**src/rtl/bcd_seg_scanner.sv**
```systemverilog
// Scans a snapshotted multi-digit BCD value onto one active-low 7-segment bus,
// one digit at a time, with leading-zero blanking and a '-' glyph for codes 10-15.
module bcd_seg_scanner #(
    parameter int NUM_DIGITS  = 4,
    parameter int REFRESH_DIV = 50000,
    parameter int LZ_BLANK    = 1
) (
    input  logic                    clk,
    input  logic                    rst,
    input  logic [4*NUM_DIGITS-1:0] bcd_in,
    input  logic                    load,
    input  logic                    en,
    output logic [NUM_DIGITS-1:0]   an,
    output logic [6:0]              seg,
    output logic                    scan_tick
);

    localparam int IDX_W = (NUM_DIGITS > 1) ? $clog2(NUM_DIGITS) : 1;
    localparam int PRE_W = (REFRESH_DIV > 1) ? $clog2(REFRESH_DIV) : 1;
    localparam logic [PRE_W-1:0] PRE_LAST = PRE_W'(REFRESH_DIV - 1);
    localparam logic [IDX_W-1:0] IDX_LAST = IDX_W'(NUM_DIGITS - 1);
    localparam logic [6:0]       SEG_OFF  = 7'h7F;

    logic [4*NUM_DIGITS-1:0] snap;
    logic [PRE_W-1:0]        presc_left;
    logic [IDX_W-1:0]        idx;
    logic                    presc_tc;
    logic [3:0]              cur_digit;
    logic                    upper_zero;
    logic                    run_zero;
    logic                    blank_digit;
    logic [NUM_DIGITS-1:0]   an_next;

    function automatic logic [6:0] decode(input logic [3:0] d);
        logic [6:0] s;
        case (d)
            4'd0:    s = 7'h40;
            4'd1:    s = 7'h79;
            4'd2:    s = 7'h24;
            4'd3:    s = 7'h30;
            4'd4:    s = 7'h19;
            4'd5:    s = 7'h12;
            4'd6:    s = 7'h02;
            4'd7:    s = 7'h78;
            4'd8:    s = 7'h00;
            4'd9:    s = 7'h10;
            default: s = 7'h3F;
        endcase
        return s;
    endfunction

    // presc_left holds the cycles still to go on the current digit; the
    // terminal count (0) is the last enabled cycle before idx moves on.
    assign presc_tc = (presc_left == '0);

    always_ff @(posedge clk) begin
        if (!rst) begin
            snap       <= '0;
            presc_left <= PRE_LAST;
            idx        <= '0;
            scan_tick  <= 1'b0;
        end else begin
            if (load) begin
                snap <= bcd_in;
            end
            scan_tick <= en && presc_tc;
            if (en) begin
                if (presc_tc) begin
                    presc_left <= PRE_LAST;
                    idx        <= (idx == IDX_LAST) ? '0 : idx + 1'b1;
                end else begin
                    presc_left <= presc_left - 1'b1;
                end
            end
        end
    end

    // Walk digits from the top down so the zero run above idx is known
    // at the moment the selected digit is reached.
    always_comb begin
        run_zero   = 1'b1;
        cur_digit  = 4'h0;
        upper_zero = 1'b0;
        for (int i = NUM_DIGITS - 1; i >= 0; i--) begin
            run_zero = run_zero & (snap[4*i +: 4] == 4'h0);
            if (idx == IDX_W'(i)) begin
                cur_digit  = snap[4*i +: 4];
                upper_zero = run_zero;
            end
        end
    end

    assign blank_digit = (LZ_BLANK != 0) && (idx != '0) && upper_zero;

    always_comb begin
        an_next = '1;
        for (int i = 0; i < NUM_DIGITS; i++) begin
            an_next[i] = (idx != IDX_W'(i));
        end
    end

    always_ff @(posedge clk) begin
        if (!rst) begin
            an  <= '1;
            seg <= SEG_OFF;
        end else if (!en || blank_digit) begin
            an  <= '1;
            seg <= SEG_OFF;
        end else begin
            an  <= an_next;
            seg <= decode(cur_digit);
        end
    end

endmodule
```
**config.mk**
```make
export PLATFORM = sky130hd
export DESIGN_NAME = bcd_seg_scanner
export DESIGN_NICKNAME = d
export VERILOG_FILES = /design/src/rtl/bcd_seg_scanner.sv
export SDC_FILE = /design/constraint.sdc
export NUM_CORES = 1
export LEC_CHECK = 0
export BUFFER_PORTS_ARGS = -buffer_cell sky130_fd_sc_hd__buf_2
export CAP_MARGIN = 20
export CORE_UTILIZATION = 63
export CTS_BUF_LIST = sky130_fd_sc_hd__clkbuf_4 sky130_fd_sc_hd__clkbuf_8
export CTS_CLUSTER_DIAMETER = 200
export DETAILED_ROUTE_END_ITERATION = 12
export PLACE_DENSITY_LB_ADDON = 0.08
export SYNTH_ARGS = -nofsm -noshare
export SYNTH_HDL_FRONTEND = slang
export SYNTH_SLANG_ARGS = --single-unit
```
**constraint.sdc**
```tcl
create_clock -name clk -period 6.75 [get_ports clk]
set_clock_uncertainty 0.05 [all_clocks]
set_input_delay 1.35 -clock clk [delete_from_list [all_inputs] [get_ports clk]]
set_output_delay 1.35 -clock clk [all_outputs]
set_load 0.005 [all_outputs]
```
==> summary.md, run 1 <==
| Metric | Value |
|---|---|
| Status | `finished, final reports clean` |
| Int Power | `351 uW` |
| Type of destination of the critical path | `flop` |
| Achievable frequency | `0.377 GHz` |
| Count of buffer and inverter cells on the critical path | `2` |
| Post-CTS setup-driven buffer insertion count | `0` |
| Number of antenna violations at the first check in global routing | `0` |
| GPL Wtd Cong | `0.834` |
| Hold-fix buffer count after cts | `0` |
| Final Critical Period | `2660 ps` |
| Class of the most critical setup path | `flop to flop` |
| Sequential fraction of design power | `61.7%` |
| Yosys warns | `0` |
| Number of design-rule violations left by the first detailed-router iteration | `58` |
| Buffer cell driving the clock tree root | `sky130_fd_sc_hd__clkbuf_4` |
| Classification of the worst-slack hold path | `flop to flop` |
| Global-route wire length before repair | `6290 um` |
| DIE AREA | `3720 um2` |
| Slowest cell on crit path | `sky130_fd_sc_hd__a32oi_1` |
| Largest net degree at the start of global routing | `21` |
| Row count | `21` |
| Number of enable-type register cells in the synthesized netlist | `0` |
| Buffer levels on the longest clock path | `2` |
| GR Util All Layers | `22.9%` |
| Cell chain of the critical path | `inv_1 > ha_1 > nor3b_1 > a21oi_1 > a32oi_1 > inv_1 > ha_1 > o211ai_1 > o211ai_1 > nand3_1` |
| Static leakage power | `1.05 nW` |
| Leading register cell type out of synthesis | `sky130_fd_sc_hd__dfxtp_1` |
| Post-detailed-route DRC marker count | `0` |
| CTS tree | `built` |
| Crit start category | `flop` |
| Setup repair after global routing missed its margin | `no` |
| Sequential share of the synthesized area | `42.0%` |
| Tightest Pin Transition | `753 ps` |
| Routed Antenna Nets | `0` |
| DR WL/cell | `12.4 um` |
| Count of cell types in the netlist | `48` |
| Number of endpoints failing setup at the final stage | `0` |
| Clock Power Share | `29.1%` |
| Final HPWL from detailed placement | `2880 um` |
| Worst EP arrival | `2910 ps` |
| Synth Area per Inst | `9.24 um2` |
| Synth async-reset ratio | `0%` |
| Nets in the synthesized netlist | `269` |
| Initial DRT Pass Iterations | `4` |
| Mapped Cells | `237` |
| Total power per unit cell area | `193 nW/um2` |
| Worst path max stage delay | `490 ps` |
| Pins Over Slew Limit | `0` |
| Clk sinks | `46` |
| Post-CTS clock slew at the launch and capture registers of the worst setup and hold paths | `130 ps` |
| Fraction of final layout cells sized beyond drive strength 1 | `17.7%` |
| DIE HEIGHT | `61.0 um` |
| Nets@finish | `296` |
| Number of failing hold endpoints at the final stage | `0` |
| Total CTS buffers | `5` |
| Initial core utilization | `65.7%` |
| Normalized max-slew margin | `49.4%` |
| Quantity of I/O buffers inserted on ports | `31` |
| CP required | `7010 ps` |
| Via Count | `1,673` |
| Total wire length after detailed routing | `3870 um` |
| Via density | `5.38` |
| Max VDD drop | `0.127 mV` |
| Area Overhead vs Synth | `10.4%` |
| CTS HTree Levels | `2` |
| Synthesis-stage register bit count | `46` |
| Vias in the first global route | `1,512` |
| Remaining Overflow, GRT | `0` |
| Max Cap Viol | `0` |
| Overall power | `466 uW` |
| Delay-heaviest family, CP | `compound AO/OA/AOI/OAI gates` |
| Register-to-register setup slack | `4090 ps` |
| Switch Pwr | `114 uW` |
| Count of inserted antenna diode cells | `0` |
| Sum of negative setup slack | `0 ps` |
| Cts repair resizes | `0` |
| Maximum net fanout on the critical path | `13` |
| Core area | `3340 um2` |
| Gate power share | `9.2%` |
| Die outline width | `61.0 um` |
| Switching power as a share of total power | `24.5%` |
| Clock latency of the later-clocked register in the worst-skew pair | `350 ps` |
| Synthesized area | `2190 um2` |
| Part of the cycle the worst path needs | `39.3%` |
| Top-level port count | `32` |
power by group through the flow:
stage                     clock network [mW]  logic, mW  registers (mW)
after floorplan                            0     0.0291           0.292
after global placement                     0     0.0418           0.293
after detailed placement                   0     0.0429           0.293
after CTS                              0.138     0.0434           0.287
after global routing                   0.147     0.0495           0.289
final                                  0.136     0.0429           0.287
routing by layer:
layer	GRT usage [%]	share of wire (%)
met5	0	0
met4	11.7	2.0
met3	5.54	3.1
met2	40.8	50
met1	25.2	45
cell type report:
class / count / area, um2
Tap cell: 46 / 57.6
Clock inverter: 2 / 12.5
Fill cell: 300 / 918
Timing Repair Buffer: 31 / 155
Sequential cell: 46 / 921
Inverter: 8 / 30.0
Multi-Input combinational cell: 172 / 1190
Clock buffer: 6 / 51.3
registers in the layout (all words and copies together) (netlist names):
signal,count
presc_left,16
snap,16
seg,7
an,4
idx,2
scan_tick,1
worst min-delay path, cell delays in order, from the launching register on:
cell and delay [ps]:
sky130_fd_sc_hd__dfxtp_1 340, sky130_fd_sc_hd__o21ai_0 70, sky130_fd_sc_hd__a21oi_1 70
Yosys cell counts (all sizes together), types with 2 or more instances:
library cell	count	area share, %
dfxtp	46	42
nor2	32	5.9
nand2	26	4.5
mux2i	19	8.7
ha	12	6.9
o21ai	10	2.3
inv	8	1.4
xnor2	7	2.8
clkbuf	6	1.0
nand3	6	1.9
nand3b	6	2.1
xor2	6	2.4
buf	5	1.2
a21oi	4	1.1
and3	4	1.1
nor4	4	2.5
or4	4	1.5
nand2b	3	0.86
o211ai	3	1.0
a211oi	2	0.69
a31oi	2	0.57
nor3	2	0.46
nor3b	2	0.69
or2	2	0.57
or3	2	0.57
per-stage QoR:
step	utilization, %	setup slack, ps	hold WS, ps	area (um2)	std cells
after global placement	70.6	3890	425	2350	303
after CTS	72.5	4140	458	2420	311
final	72.5	4090	458	2420	311
after floorplan	-	4020	399	2190	237
after detailed placement	70.6	3870	432	2350	303
after global routing	72.5	3820	490	2420	311
logic make-up (layout without fill, tap and decap cells):
group,after synthesis,after routing,synth area share [%]
flops,46,46,42.0
buf+inv,19,47,3.60
fa+ha+maj,12,12,6.85
xor+xnor,13,13,5.20
mux,19,19,8.68
simple gates,100,100,25.5
compound gates,28,28,8.17
placed cells by master (no fill, tap or decap), types with 3 or more instances in the layout:
| cell type | n |
|---|---|
| sky130_fd_sc_hd__nand3b_1 | 6 |
| sky130_fd_sc_hd__xnor2_1 | 7 |
| sky130_fd_sc_hd__clkbuf_4 | 5 |
| sky130_fd_sc_hd__and3_1 | 4 |
| sky130_fd_sc_hd__mux2i_1 | 19 |
| sky130_fd_sc_hd__nand2_1 | 26 |
| sky130_fd_sc_hd__ha_1 | 12 |
| sky130_fd_sc_hd__nand3_1 | 5 |
| sky130_fd_sc_hd__buf_2 | 31 |
| sky130_fd_sc_hd__nand2b_1 | 3 |
| sky130_fd_sc_hd__o21ai_0 | 8 |
| sky130_fd_sc_hd__xor2_1 | 6 |
| sky130_fd_sc_hd__nor2_1 | 30 |
| sky130_fd_sc_hd__dfxtp_1 | 46 |
| sky130_fd_sc_hd__or4_1 | 3 |
| sky130_fd_sc_hd__a21oi_1 | 3 |
| sky130_fd_sc_hd__inv_1 | 8 |
| sky130_fd_sc_hd__o211ai_1 | 3 |
final timing paths:
check,start,end,cells after the start
setup / recovery,idx[1],seg[5],10
hold / removal,presc_left[4],presc_left[4],2
setup reg to reg,idx[1],seg[5],10
hold reg to reg,presc_left[4],presc_left[4],2
Note: power is estimated with default switching activity, not from simulation.
==> inputs of run 2 (changes only) <==
--- a/config.mk
+++ b/config.mk
@@ -7,7 +7,7 @@
 export LEC_CHECK = 0
 export BUFFER_PORTS_ARGS = -buffer_cell sky130_fd_sc_hd__buf_2
 export CAP_MARGIN = 20
-export CORE_UTILIZATION = 63
+export CORE_UTILIZATION = 59
 export CTS_BUF_LIST = sky130_fd_sc_hd__clkbuf_4 sky130_fd_sc_hd__clkbuf_8
 export CTS_CLUSTER_DIAMETER = 200
 export DETAILED_ROUTE_END_ITERATION = 12
==> constraint.sdc (replaced) <==
create_clock -name clk -period 2.5 [get_ports clk]
set_clock_uncertainty 0.05 [all_clocks]
set_input_delay 0.5 -clock clk [delete_from_list [all_inputs] [get_ports clk]]
set_output_delay 0.5 -clock clk [all_outputs]
set_load 0.005 [all_outputs]
==> run 2 against run 1 <==
Against the previous run:
- first-iteration DRC count rose by 130%
- largest cell class unchanged
- combinational power rose to 2.8 times the previous value
- highest routed layer unchanged
- clock power rose to 3.4 times the previous value
- flip-flop and latch count did not move
- critical path depth fell by 1
- worst hold slack got worse by 88 ps
- sequential power rose to 2.7 times the previous value
- sequential share of layout area fell by 1.1 points
- design area rose by 2.9%
- clock-buffer cell count rose by 1
==> summary.md, run 2 (synthesized netlist as in run 1, its figures left out) <==
| Metric | Value |
|---|---|
| Achievable frequency | `0.445 GHz` |
| Area Overhead vs Synth | `13.6%` |
| Crit start category | `flop` |
| Status | `finished, final reports clean` |
| Setup repair after global routing missed its margin | `no` |
| Cts repair resizes | `0` |
| Sum of negative setup slack | `0 ps` |
| Classification of the worst-slack hold path | `input pin to flop` |
| Setup ws final | `252 ps` |
| Worst slack at placement | `239 ps` |
| Number of cells traversed by the worst hold path | `2` |
| Via Count | `1,686` |
| Leading cell type in the layout, fill and taps excluded | `sky130_fd_sc_hd__dfxtp_1` |
| Top-level port count | `32` |
| Registers with the highest flip-flop counts | `presc_left: 16 flops, snap: 16 flops, seg: 7 flops` |
| Final std cells w/o fill | `316` |
| Buffer levels on the longest clock path | `2` |
| Initial core utilization | `63.6%` |
| Total wire length after detailed routing | `3940 um` |
| Quantity of I/O buffers inserted on ports | `31` |
| DIE HEIGHT | `62.9 um` |
| Number of endpoints failing setup at the final stage | `0` |
| Total power per unit cell area | `548 nW/um2` |
| Final cell area excluding filler cells | `2490 um2` |
| End of the worst register-to-register path | `seg[1]` |
| Class of the most critical setup path | `flop to flop` |
| Hold-fix buffer count after cts | `0` |
| Tightest Pin Transition | `722 ps` |
| Worst Min Path Start | `rst` |
| Register-to-register setup slack | `250 ps` |
| Clock latency of the later-clocked register in the worst-skew pair | `300 ps` |
| Final HPWL from detailed placement | `2920 um` |
| CTS tree | `built` |
| Worst-case hold slack | `370 ps` |
| Routed Antenna Nets | `0` |
| Number of cells on the worst reg-to-reg path | `9` |
| Max VDD drop | `0.563 mV` |
| Worst setup path startpoint | `idx[0]` |
| Total CTS buffers | `5` |
| DIE AREA | `3960 um2` |
| Post-CTS clock slew at the launch and capture registers of the worst setup and hold paths | `80 ps` |
| Number of failing hold endpoints at the final stage | `0` |
| Nets@finish | `301` |
| Remaining Overflow, GRT | `0` |
| CP required | `2630 ps` |
| Count of inserted antenna diode cells | `0` |
| Vias in the first global route | `1,676` |
| Max Cap Viol | `0` |
| GPL Wtd Cong | `0.843` |
| Pins Over Slew Limit | `0` |
| Global-route wire length before repair | `7110 um` |
| Number of design-rule violations left by the first detailed-router iteration | `136` |
| Buffer cell driving the clock tree root | `sky130_fd_sc_hd__clkbuf_8` |
| Die outline width | `62.9 um` |
| Static leakage power | `1.09 nW` |
| Type of destination of the critical path | `flop` |
| CTS HTree Levels | `2` |
| DR WL/cell | `12.5 um` |
| Initial DRT Pass Iterations | `4` |
| Post-detailed-route DRC marker count | `0` |
| Row count | `21` |
| Post-CTS setup-driven buffer insertion count | `0` |
| Clk sinks | `46` |
| Final Critical Period | `2250 ps` |
| Normalized max-slew margin | `51.7%` |
| Number of antenna violations at the first check in global routing | `0` |
| Overall power | `1.36 mW` |
| Standard cell area after detailed placement | `2390 um2` |
| Number of placed cells counting well taps | `308` |
| Largest net degree at the start of global routing | `20` |
| Part of the cycle the worst path needs | `89.9%` |
| GR Util All Layers | `22.8%` |
| Worst EP arrival | `2380 ps` |
| Fraction of final layout cells sized beyond drive strength 1 | `19.6%` |
| Via density | `5.34` |
| Maximum net fanout on the critical path | `10` |
| Endpoint of the worst hold path | `presc_left[1]` |
| Core area | `3440 um2` |
| R2R Path Start | `idx[0]` |
| Commonest cells after routing, fill and taps aside | `sky130_fd_sc_hd__dfxtp_1, sky130_fd_sc_hd__buf_2, sky130_fd_sc_hd__nor2_1` |
| Final core utilization | `72.3%` |
run 2: cell types whose count changed in the layout (fill, tap and decap cells not counted), sizes merged:
cell | previous run | this run
clkbuf | 6 | 7
clkinvlp | 1 | 0
buf | 31 | 36
run 2: layer usage:
metal	GRT usage, %	share of wire (%)	vias to the layer above
li1	-	-	875
met1	25.4	46	768
met2	39.1	48	28
met3	7.30	3.5	15
met4	10.5	2.9	0
met5	0	0	-
run 2: report_power, final:
part           switching [mW]  internal (mW)
combinational          0.0632         0.0575
clock                   0.233          0.234
sequential             0.0167          0.759
run 2: final cells by class:
type                            count  area (um2)
Fill cell                         280         952
Tap cell                           46        57.6
Timing Repair Buffer               36         193
Multi-Input combinational cell    172        1190
Clock buffer                        7        90.1
Clock inverter                      1        5.00
Inverter                            8        30.0
Sequential cell                    46         921
run 2: worst max path at each step:
stage                         to  slack, ps
after CTS                 seg[5]        240
after global routing      seg[3]          7
final                     seg[1]        250
after floorplan           seg[5]        210
after global placement    seg[5]        310
after detailed placement  seg[5]        240
run 2: critical path, cell delays in order (launching register included):
cell                      delay (ps)
sky130_fd_sc_hd__dfxtp_1         390
sky130_fd_sc_hd__inv_1            90
sky130_fd_sc_hd__ha_1            310
sky130_fd_sc_hd__nor3b_1         270
sky130_fd_sc_hd__a21oi_1         100
sky130_fd_sc_hd__a32oi_1         260
sky130_fd_sc_hd__inv_1           120
sky130_fd_sc_hd__ha_1            300
sky130_fd_sc_hd__o22ai_1         170
sky130_fd_sc_hd__nand2_1          60
